**config.mk**
```make
export PLATFORM = sky130hd
export DESIGN_NAME = grad_seq_player
export DESIGN_NICKNAME = d
export VERILOG_FILES = /design/src/rtl/grad_seq_player_pkg.sv /design/src/rtl/grad_sample_fetch.sv /design/src/rtl/grad_seq_player.sv
export SDC_FILE = /design/constraint.sdc
export NUM_CORES = 1
export LEC_CHECK = 0
export ABC_AREA = 1
export CORE_ASPECT_RATIO = 1.4
export CORE_MARGIN = 2
export CORE_UTILIZATION = 54
export DETAILED_ROUTE_END_ITERATION = 12
export PLACE_DENSITY = 0.79
export SETUP_SLACK_MARGIN = 0.3
export SYNTH_ARGS = -nofsm -noshare
export SYNTH_HDL_FRONTEND = slang
export SYNTH_SLANG_ARGS = --single-unit
```
**constraint.sdc**
```tcl
create_clock -name clk -period 8.95 [get_ports clk]
set_clock_uncertainty 0.05 [all_clocks]
set_input_delay 0.895 -clock clk [delete_from_list [all_inputs] [get_ports clk]]
set_output_delay 0.895 -clock clk [all_outputs]
set_load 0.05 [all_outputs]
```
**src/rtl/grad_seq_player_pkg.sv**
```systemverilog
// grad_seq_player_pkg: shared constants and types for the gradient sample player.
// State encoding, sample layout and BRAM timing live here.
package grad_seq_player_pkg;

    localparam logic [2:0] ST_IDLE       = 3'd0;
    localparam logic [2:0] ST_FETCH      = 3'd1;
    localparam logic [2:0] ST_WAIT_READY = 3'd2;
    localparam logic [2:0] ST_WAIT_TICK  = 3'd3;
    localparam logic [2:0] ST_WAIT_BUSY  = 3'd4;

    localparam int SAMPLE_WORDS = 4;
    localparam int END_BIT      = 31;
    localparam int MIN_INTERVAL = 8;
    localparam int BRAM_LAT     = 2;

    typedef struct packed {
        logic        last;
        logic [23:0] x;
        logic [23:0] y;
        logic [23:0] z;
        logic [23:0] z2;
    } sample_t;

endpackage

```
**src/rtl/grad_sample_fetch.sv**
```systemverilog
// grad_sample_fetch: issues the four BRAM reads of one sample and assembles
// the returned words into a shadow sample with a full flag.
module grad_sample_fetch
    import grad_seq_player_pkg::*;
#(
    parameter int ADDR_W = 13
) (
    input  logic              clk,
    input  logic              rst,
    input  logic              fetch_i,
    input  logic              first_i,
    input  logic              abort_i,
    input  logic              take_i,
    input  logic [ADDR_W-1:0] base_addr_i,
    output logic              bram_en_o,
    output logic [ADDR_W-1:0] bram_addr_o,
    input  logic [31:0]       bram_data_i,
    output logic              issue_done_o,
    output logic              cap_last_o,
    output logic              full_o,
    output sample_t           sample_o
);

    logic                en_q;
    logic [ADDR_W-1:0]   addr_q;
    logic [ADDR_W-1:0]   ptr_q;
    logic [1:0]          rd_idx_q;
    logic [BRAM_LAT-1:0] lat_q;
    logic [1:0]          cap_idx_q;
    logic                full_q;
    sample_t             shadow_q;

    logic [ADDR_W-1:0] fetch_addr;
    logic              rvalid;
    logic              unused_bits;

    assign fetch_addr = first_i ? (base_addr_i & ~ADDR_W'(SAMPLE_WORDS - 1))
                                : ptr_q;
    assign rvalid      = lat_q[BRAM_LAT-1];
    assign unused_bits = ^bram_data_i[END_BIT-1:24];

    assign bram_en_o    = en_q;
    assign bram_addr_o  = addr_q;
    assign issue_done_o = en_q && (rd_idx_q == 2'd3);
    assign cap_last_o   = rvalid && (cap_idx_q == 2'd3);
    assign full_o       = full_q;
    assign sample_o     = shadow_q;

    always_ff @(posedge clk or posedge rst) begin
        if (rst) begin
            en_q     <= 1'b0;
            addr_q   <= '0;
            ptr_q    <= '0;
            rd_idx_q <= '0;
        end else if (abort_i) begin
            en_q     <= 1'b0;
            rd_idx_q <= '0;
        end else if (fetch_i) begin
            en_q     <= 1'b1;
            addr_q   <= fetch_addr;
            rd_idx_q <= '0;
            ptr_q    <= fetch_addr + ADDR_W'(SAMPLE_WORDS);
        end else if (en_q) begin
            if (rd_idx_q == 2'd3) begin
                en_q <= 1'b0;
            end else begin
                addr_q   <= addr_q + ADDR_W'(1);
                rd_idx_q <= rd_idx_q + 2'd1;
            end
        end
    end

    // Read-return tracking: an abort drops any words still in flight.
    always_ff @(posedge clk or posedge rst) begin
        if (rst) begin
            lat_q     <= '0;
            cap_idx_q <= '0;
        end else if (abort_i) begin
            lat_q     <= '0;
            cap_idx_q <= '0;
        end else begin
            lat_q <= {lat_q[BRAM_LAT-2:0], en_q};
            if (fetch_i) begin
                cap_idx_q <= '0;
            end else if (rvalid) begin
                cap_idx_q <= cap_idx_q + 2'd1;
            end
        end
    end

    always_ff @(posedge clk or posedge rst) begin
        if (rst) begin
            shadow_q <= '0;
        end else if (rvalid && !abort_i) begin
            unique case (cap_idx_q)
                2'd0: shadow_q.x <= bram_data_i[23:0];
                2'd1: shadow_q.y <= bram_data_i[23:0];
                2'd2: shadow_q.z <= bram_data_i[23:0];
                2'd3: begin
                    shadow_q.z2   <= bram_data_i[23:0];
                    shadow_q.last <= bram_data_i[END_BIT];
                end
                default: ;
            endcase
        end
    end

    always_ff @(posedge clk or posedge rst) begin
        if (rst) begin
            full_q <= 1'b0;
        end else if (abort_i || take_i) begin
            full_q <= 1'b0;
        end else if (cap_last_o) begin
            full_q <= 1'b1;
        end
    end

endmodule

```
**src/rtl/grad_seq_player.sv**
```systemverilog
// grad_seq_player: plays four-channel gradient samples from BRAM to the
// SPI interface at a programmed interval, flagging busy-induced late updates.
module grad_seq_player
    import grad_seq_player_pkg::*;
#(
    parameter int ADDR_W     = 13,
    parameter int INTERVAL_W = 16
) (
    input  logic                  clk,
    input  logic                  rst,
    input  logic                  start_i,
    input  logic                  stop_i,
    input  logic [ADDR_W-1:0]     base_addr_i,
    input  logic [INTERVAL_W-1:0] interval_i,
    output logic                  bram_en_o,
    output logic [ADDR_W-1:0]     bram_addr_o,
    input  logic [31:0]           bram_data_i,
    output logic [23:0]           datax_o,
    output logic [23:0]           datay_o,
    output logic [23:0]           dataz_o,
    output logic [23:0]           dataz2_o,
    output logic                  valid_o,
    input  logic                  busy_i,
    output logic                  running_o,
    output logic                  underrun_o,
    output logic [INTERVAL_W-1:0] sample_cnt_o
);

    logic [2:0]            state_q, state_d;
    logic [INTERVAL_W-1:0] cnt_q, cnt_d;
    logic                  first_q, first_d;
    logic                  under_q, under_d;
    logic [INTERVAL_W-1:0] scnt_q, scnt_d;
    logic [23:0]           x_q, y_q, z_q, z2_q;

    logic                  start_ok;
    logic                  tick_zero;
    logic                  issue;
    logic                  fetch_go;
    logic                  issue_done;
    logic                  cap_last;
    logic                  full;
    sample_t               shadow;
    logic [INTERVAL_W-1:0] iv_eff;
    logic [INTERVAL_W-1:0] reload;
    logic                  counting;

    grad_sample_fetch #(
        .ADDR_W (ADDR_W)
    ) u_fetch (
        .clk          (clk),
        .rst          (rst),
        .fetch_i      (fetch_go),
        .first_i      (start_ok),
        .abort_i      (stop_i),
        .take_i       (issue),
        .base_addr_i  (base_addr_i),
        .bram_en_o    (bram_en_o),
        .bram_addr_o  (bram_addr_o),
        .bram_data_i  (bram_data_i),
        .issue_done_o (issue_done),
        .cap_last_o   (cap_last),
        .full_o       (full),
        .sample_o     (shadow)
    );

    assign start_ok  = (state_q == ST_IDLE) && start_i && !stop_i;
    assign tick_zero = (cnt_q == '0);
    assign issue     = !stop_i && full && !busy_i &&
                       ((state_q == ST_WAIT_BUSY) ||
                        ((state_q == ST_WAIT_TICK) && tick_zero));
    assign fetch_go  = start_ok || (issue && !shadow.last);

    assign iv_eff = (interval_i < INTERVAL_W'(MIN_INTERVAL))
                  ? INTERVAL_W'(MIN_INTERVAL) : interval_i;
    assign reload = iv_eff - INTERVAL_W'(1);

    // The interval runs through the prefetch so expiry lands exactly on time.
    assign counting = (state_q == ST_FETCH) || (state_q == ST_WAIT_READY) ||
                      (state_q == ST_WAIT_TICK);

    always_comb begin
        state_d = state_q;
        cnt_d   = cnt_q;
        first_d = first_q;
        under_d = under_q;
        scnt_d  = scnt_q;
        if (counting && !tick_zero) begin
            cnt_d = cnt_q - INTERVAL_W'(1);
        end
        if (issue) begin
            cnt_d   = reload;
            scnt_d  = scnt_q + INTERVAL_W'(1);
            first_d = 1'b0;
        end
        unique case (1'b1)
            (state_q == ST_IDLE): begin
                if (start_ok) begin
                    state_d = ST_FETCH;
                    under_d = 1'b0;
                    scnt_d  = '0;
                    first_d = 1'b1;
                end
            end
            (state_q == ST_FETCH): begin
                if (issue_done) state_d = ST_WAIT_READY;
            end
            (state_q == ST_WAIT_READY): begin
                if (cap_last) state_d = first_q ? ST_WAIT_BUSY : ST_WAIT_TICK;
            end
            (state_q == ST_WAIT_TICK): begin
                if (issue) begin
                    state_d = shadow.last ? ST_IDLE : ST_FETCH;
                end else if (tick_zero && busy_i && !stop_i) begin
                    under_d = 1'b1;
                    state_d = ST_WAIT_BUSY;
                end
            end
            (state_q == ST_WAIT_BUSY): begin
                if (issue) state_d = shadow.last ? ST_IDLE : ST_FETCH;
            end
            default: state_d = ST_IDLE;
        endcase
        if (stop_i) state_d = ST_IDLE;
    end

    always_ff @(posedge clk or posedge rst) begin
        if (rst) begin
            state_q <= ST_IDLE;
            cnt_q   <= '0;
            first_q <= 1'b0;
            under_q <= 1'b0;
            scnt_q  <= '0;
        end else begin
            state_q <= state_d;
            cnt_q   <= cnt_d;
            first_q <= first_d;
            under_q <= under_d;
            scnt_q  <= scnt_d;
        end
    end

    always_ff @(posedge clk or posedge rst) begin
        if (rst) begin
            x_q  <= '0;
            y_q  <= '0;
            z_q  <= '0;
            z2_q <= '0;
        end else if (issue) begin
            x_q  <= shadow.x;
            y_q  <= shadow.y;
            z_q  <= shadow.z;
            z2_q <= shadow.z2;
        end
    end

    // New data is presented alongside its valid pulse, then held.
    assign datax_o  = issue ? shadow.x  : x_q;
    assign datay_o  = issue ? shadow.y  : y_q;
    assign dataz_o  = issue ? shadow.z  : z_q;
    assign dataz2_o = issue ? shadow.z2 : z2_q;

    assign valid_o      = issue;
    assign running_o    = (state_q != ST_IDLE);
    assign underrun_o   = under_q;
    assign sample_cnt_o = scnt_q;

endmodule

```
==> flow_results.xml <==
<?xml version="1.0" encoding="UTF-8"?>
<metrics>
  <group name="worst_setup_path">
    <metric name="crit_required" unit="ns">8.01</metric>
    <metric name="worst_path_most_repeated_cell" unit="">nand2_1</metric>
    <metric name="worst-endpoint-arrival" unit="ns">5.25</metric>
    <metric name="critical-path-max-stage-delay" unit="ns">0.93</metric>
    <metric name="crit_type" unit="">in -&gt; out</metric>
    <metric name="ff2ff_setup_slack" unit="ns">5.03</metric>
    <metric name="critical_path.top_delay_family" unit="">buffers and inverters</metric>
    <metric name="timing.critical_path.cells" unit="">clkdlybuf4s50_1 &gt; clkinv_2 &gt; nand2_1 &gt; nor2_4 &gt; nand2_4 &gt; clkinv_2 &gt; buf_4 &gt; nand2_1 &gt; nand2_1 &gt; clkdlybuf4s50_1</metric>
    <metric name="cp_buf_inv_count" unit="">5</metric>
    <metric name="cp_slowest_cell" unit="">clkinv_2</metric>
    <metric name="cp-end-kind" unit="">output pin</metric>
    <metric name="worstPathMaxFanout" unit="">76</metric>
    <metric name="cp-start-kind" unit="">primary input</metric>
  </group>
  <group name="synth">
    <metric name="ys_top_cells_by_count" unit="">581 x nand2_1, 264 x dfrtp_1, 142 x o21ai_0, 103 x inv_1, 80 x nor2_1</metric>
    <metric name="asyncSetResetFlopFracSynth" unit="">1.00</metric>
    <metric name="flip_flop_and_latch_count_after_synthesis" unit="">264</metric>
    <metric name="synth_seq_area_share" unit="">0.558</metric>
    <metric name="synth-warning-count" unit="">0</metric>
    <metric name="synth.top_cells.by_area" unit="">dfrtp_1 56%, nand2_1 18%, o21ai_0 6.0%</metric>
    <metric name="synth_fp_nets" unit="">1506</metric>
    <metric name="post_synth_fa_ha_maj_area_fraction" unit="">0.00951</metric>
    <metric name="synth.lib_cells_used.distinct" unit="">48</metric>
    <metric name="synth.top_cell.area_share" unit="">0.558</metric>
    <metric name="synthesis.area_per_instance" unit="um^2">8.28</metric>
    <metric name="syn-instance-count" unit="">1431</metric>
    <metric name="multiplexer_fraction_of_the_synthesized_cell_area" unit="">0.000951</metric>
    <metric name="count_of_flip_flops_with_a_built_in_enable_after_synthesis" unit="">0</metric>
    <metric name="synth_top_area_cell" unit="">dfrtp_1</metric>
    <metric name="synth_compound_area_frac" unit="">0.0886</metric>
    <metric name="synth.cell_area" unit="um^2">11800</metric>
    <metric name="yosysMostFrequentCell" unit="">nand2_1</metric>
    <metric name="synth_simple_gate_area_share" unit="">0.265</metric>
    <metric name="main_combinational_cell_family_by_area_after_synthesis" unit="">simple AND/OR/NAND/NOR gates</metric>
    <metric name="yosys.area_share.xor_xnor" unit="">0.0148</metric>
    <metric name="yosys_most_used_dff" unit="">dfrtp_1</metric>
  </group>
  <group name="power_and_ir_drop">
    <metric name="p_switching" unit="uW">1170</metric>
    <metric name="power.clock.fraction" unit="">0.339</metric>
    <metric name="switching_share" unit="">0.328</metric>
    <metric name="combPwrFrac" unit="">0.254</metric>
    <metric name="power.sequential.fraction" unit="">0.408</metric>
    <metric name="powerDensity" unit="nW/um^2">241</metric>
    <metric name="vdd_drop_max" unit="uV">164</metric>
    <metric name="cellLeakagePower" unit="uW">0.00739</metric>
    <metric name="internal_power" unit="uW">2390</metric>
  </group>
  <group name="cells_and_area">
    <metric name="seqCellArea" unit="um^2">6610</metric>
    <metric name="antenna_cells" unit="">0</metric>
    <metric name="post_route_cells_drive_above_1_share" unit="">0.0623</metric>
    <metric name="area.growth.synth_to_final" unit="%">24.6</metric>
    <metric name="fillCellCount" unit="">1733</metric>
    <metric name="layout.nets" unit="">1660</metric>
    <metric name="multi_input_area" unit="um^2">4500</metric>
    <metric name="post_layout_nonfiller_instances" unit="">1901</metric>
  </group>
  <group name="floorplanning">
    <metric name="design.die.area" unit="um^2">23200</metric>
    <metric name="pin_count" unit="">195</metric>
    <metric name="die_height" unit="um">179</metric>
    <metric name="initial_core_util" unit="">0.546</metric>
    <metric name="die_x" unit="um">129</metric>
    <metric name="rows" unit="">64</metric>
    <metric name="core_area" unit="um^2">21700</metric>
  </group>
  <group name="sta">
    <metric name="timing.final.setup_violations" unit="">0</metric>
    <metric name="totalNegativeSetupSlack" unit="ns">0</metric>
    <metric name="post_layout_minimum_cycle_time" unit="ns">6.20</metric>
    <metric name="slew_headroom" unit="">0.246</metric>
    <metric name="timing_max_transition_violations_final" unit="">0</metric>
    <metric name="report.final.hold_viol_count" unit="">0</metric>
    <metric name="rsz0062_at_grt" unit="">false</metric>
    <metric name="fmaxAchievable" unit="GHz">0.161</metric>
    <metric name="timing.final.crit_share" unit="">0.693</metric>
    <metric name="worstMarginPinSlew" unit="ns">1.13</metric>
  </group>
  <group name="clocking">
    <metric name="cts.sinks" unit="">264</metric>
    <metric name="post_cts.resized_instances" unit="">0</metric>
    <metric name="cts_made_buffers" unit="">26</metric>
    <metric name="clockRootBuffer" unit="">clkbuf_16</metric>
    <metric name="clock_tree.htree_level_count" unit="">1</metric>
    <metric name="cts.path.max_buffers" unit="">3</metric>
    <metric name="tritoncts" unit="">yes</metric>
    <metric name="clock_latency" unit="ns">0.52</metric>
    <metric name="path_clk_slew" unit="ns">0.06</metric>
    <metric name="cts.repair_timing.setup_buffer_count" unit="">0</metric>
    <metric name="cts_hold_buffers" unit="">0</metric>
  </group>
  <group name="global_route">
    <metric name="grt_first_pass_wirelength" unit="um">45500</metric>
    <metric name="grt_start_max_net_pins" unit="">136</metric>
    <metric name="globalRouteTotalUtil" unit="">0.244</metric>
    <metric name="grt_pass1_vias" unit="">9459</metric>
    <metric name="antenna_found_initial" unit="">0</metric>
    <metric name="globalRoute.totalOverflow" unit="">0</metric>
  </group>
  <group name="routing">
    <metric name="drt_pre_antenna_iters" unit="">4</metric>
    <metric name="detailedRoute.firstIterationViolations" unit="">707</metric>
    <metric name="route.detailed.wl_per_inst" unit="um">15.1</metric>
    <metric name="routed_via_density" unit="">5.17</metric>
    <metric name="detailroute.via_count" unit="">9827</metric>
    <metric name="antenna_left" unit="">0</metric>
    <metric name="finalWirelength" unit="um">28700</metric>
    <metric name="remaining_drc_errors" unit="">0</metric>
  </group>
  <group name="run_status">
    <metric name="outcome" unit="">complete, no violations</metric>
  </group>
  <group name="job">
    <metric name="cap_viol_max_count" unit="">0</metric>
  </group>
  <group name="placed_design">
    <metric name="dpl.hpwl" unit="um">18600</metric>
    <metric name="numPlacedInstances" unit="">1854</metric>
    <metric name="port_buffers" unit="">185</metric>
    <metric name="routabilityCongestion" unit="">0.893</metric>
  </group>
  <group name="worst_hold_path">
    <metric name="worst_hold_path_type" unit="">reg -&gt; reg</metric>
  </group>
</metrics>
worst min-delay path: cells and delay by family, from the launching register on:
| kind | cells | cell delay, ns |
|---|---|---|
| and+or+nand+nor | 2 | 0.12 |
| DFF | 1 | 0.32 |
layer usage:
layer,track usage,share of wire
met1,0.304,0.41
met2,0.430,0.51
met3,0.0427,0.052
met4,0.0797,0.024
met5,0,0
state kept, by name (all words and copies together), names as in the netlist, 2 cells and up:
name	flops
u_fetch.sample_o	97
x_q	24
y_q	24
z2_q	24
z_q	24
cnt_q	16
sample_cnt_o	16
u_fetch.bram_addr_o	13
u_fetch.ptr_q	13
state_q	3
u_fetch.cap_idx_q	2
u_fetch.lat_q	2
u_fetch.rd_idx_q	2
cell families (layout without fill, tap and decap cells):
logic type | Yosys count | in the layout
buffers and inverters | 175 | 348
AO/OA/AOI/OAI | 196 | 196
AND/OR/NAND/NOR | 766 | 766
multiplexers | 1 | 1
flip-flops | 264 | 264
adder cells (fa/ha/maj) | 9 | 9
XOR/XNOR | 20 | 20
stage by stage:
step	cell area [um^2]	worst slack (ns)	utilization	total power, uW	hold slack, ns
final	14800	2.75	0.680	3550	0.424
after floorplan	11800	0.736	-	2130	0.384
after global routing	14800	2.40	0.680	3750	0.438
after CTS	14800	2.78	0.680	3570	0.426
after detailed placement	13800	2.77	0.636	2360	0.410
after global placement	13800	2.79	0.636	2330	0.403
cell usage in the layout (no fill, tap or decap), types with 7 or more instances in the layout:
cell	count
inv_2	7
nor2_1	80
nor2_2	9
xor2_1	18
clkbuf_16	27
nand2_2	11
dfrtp_1	264
ha_1	9
nor3_1	12
nand3_1	48
clkdlybuf4s50_1	185
nand2_1	577
inv_1	102
a21oi_1	26
o21ai_0	142
cell type report:
cell class | instances | share of cell area
well taps | 297 | 0.0252
multi-input cells | 992 | 0.305
inverters | 113 | 0.0298
repair buffers | 188 | 0.128
clock inverters | 11 | 0.0126
flip-flops and latches | 264 | 0.448
clock buffers | 36 | 0.0521
worst paths after layout:
| check | from | to | cells after the start |
|---|---|---|---|
| min in group asynchronous | rst | u_fetch.sample_o[47] | 2 |
| min reg2reg | z_q[16] | z_q[16] | 2 |
| max reg2reg | state_q[1] | cnt_q[15] | 15 |
| min | z_q[16] | z_q[16] | 2 |
| max in group asynchronous | rst | z_q[11] | 3 |
| max | stop_i | datay_o[23] | 10 |
power by group through the flow:
stage | clock, uW | combinational, uW | sequential (uW)
2_1_floorplan | 0 | 586 | 1540
3_3_place_gp | 0 | 869 | 1460
3_5_place_dp | 0 | 896 | 1470
4_1_cts | 1220 | 902 | 1450
5_1_grt | 1270 | 1010 | 1460
6_report | 1200 | 901 | 1450
Note: power is estimated with default switching activity, not from simulation.
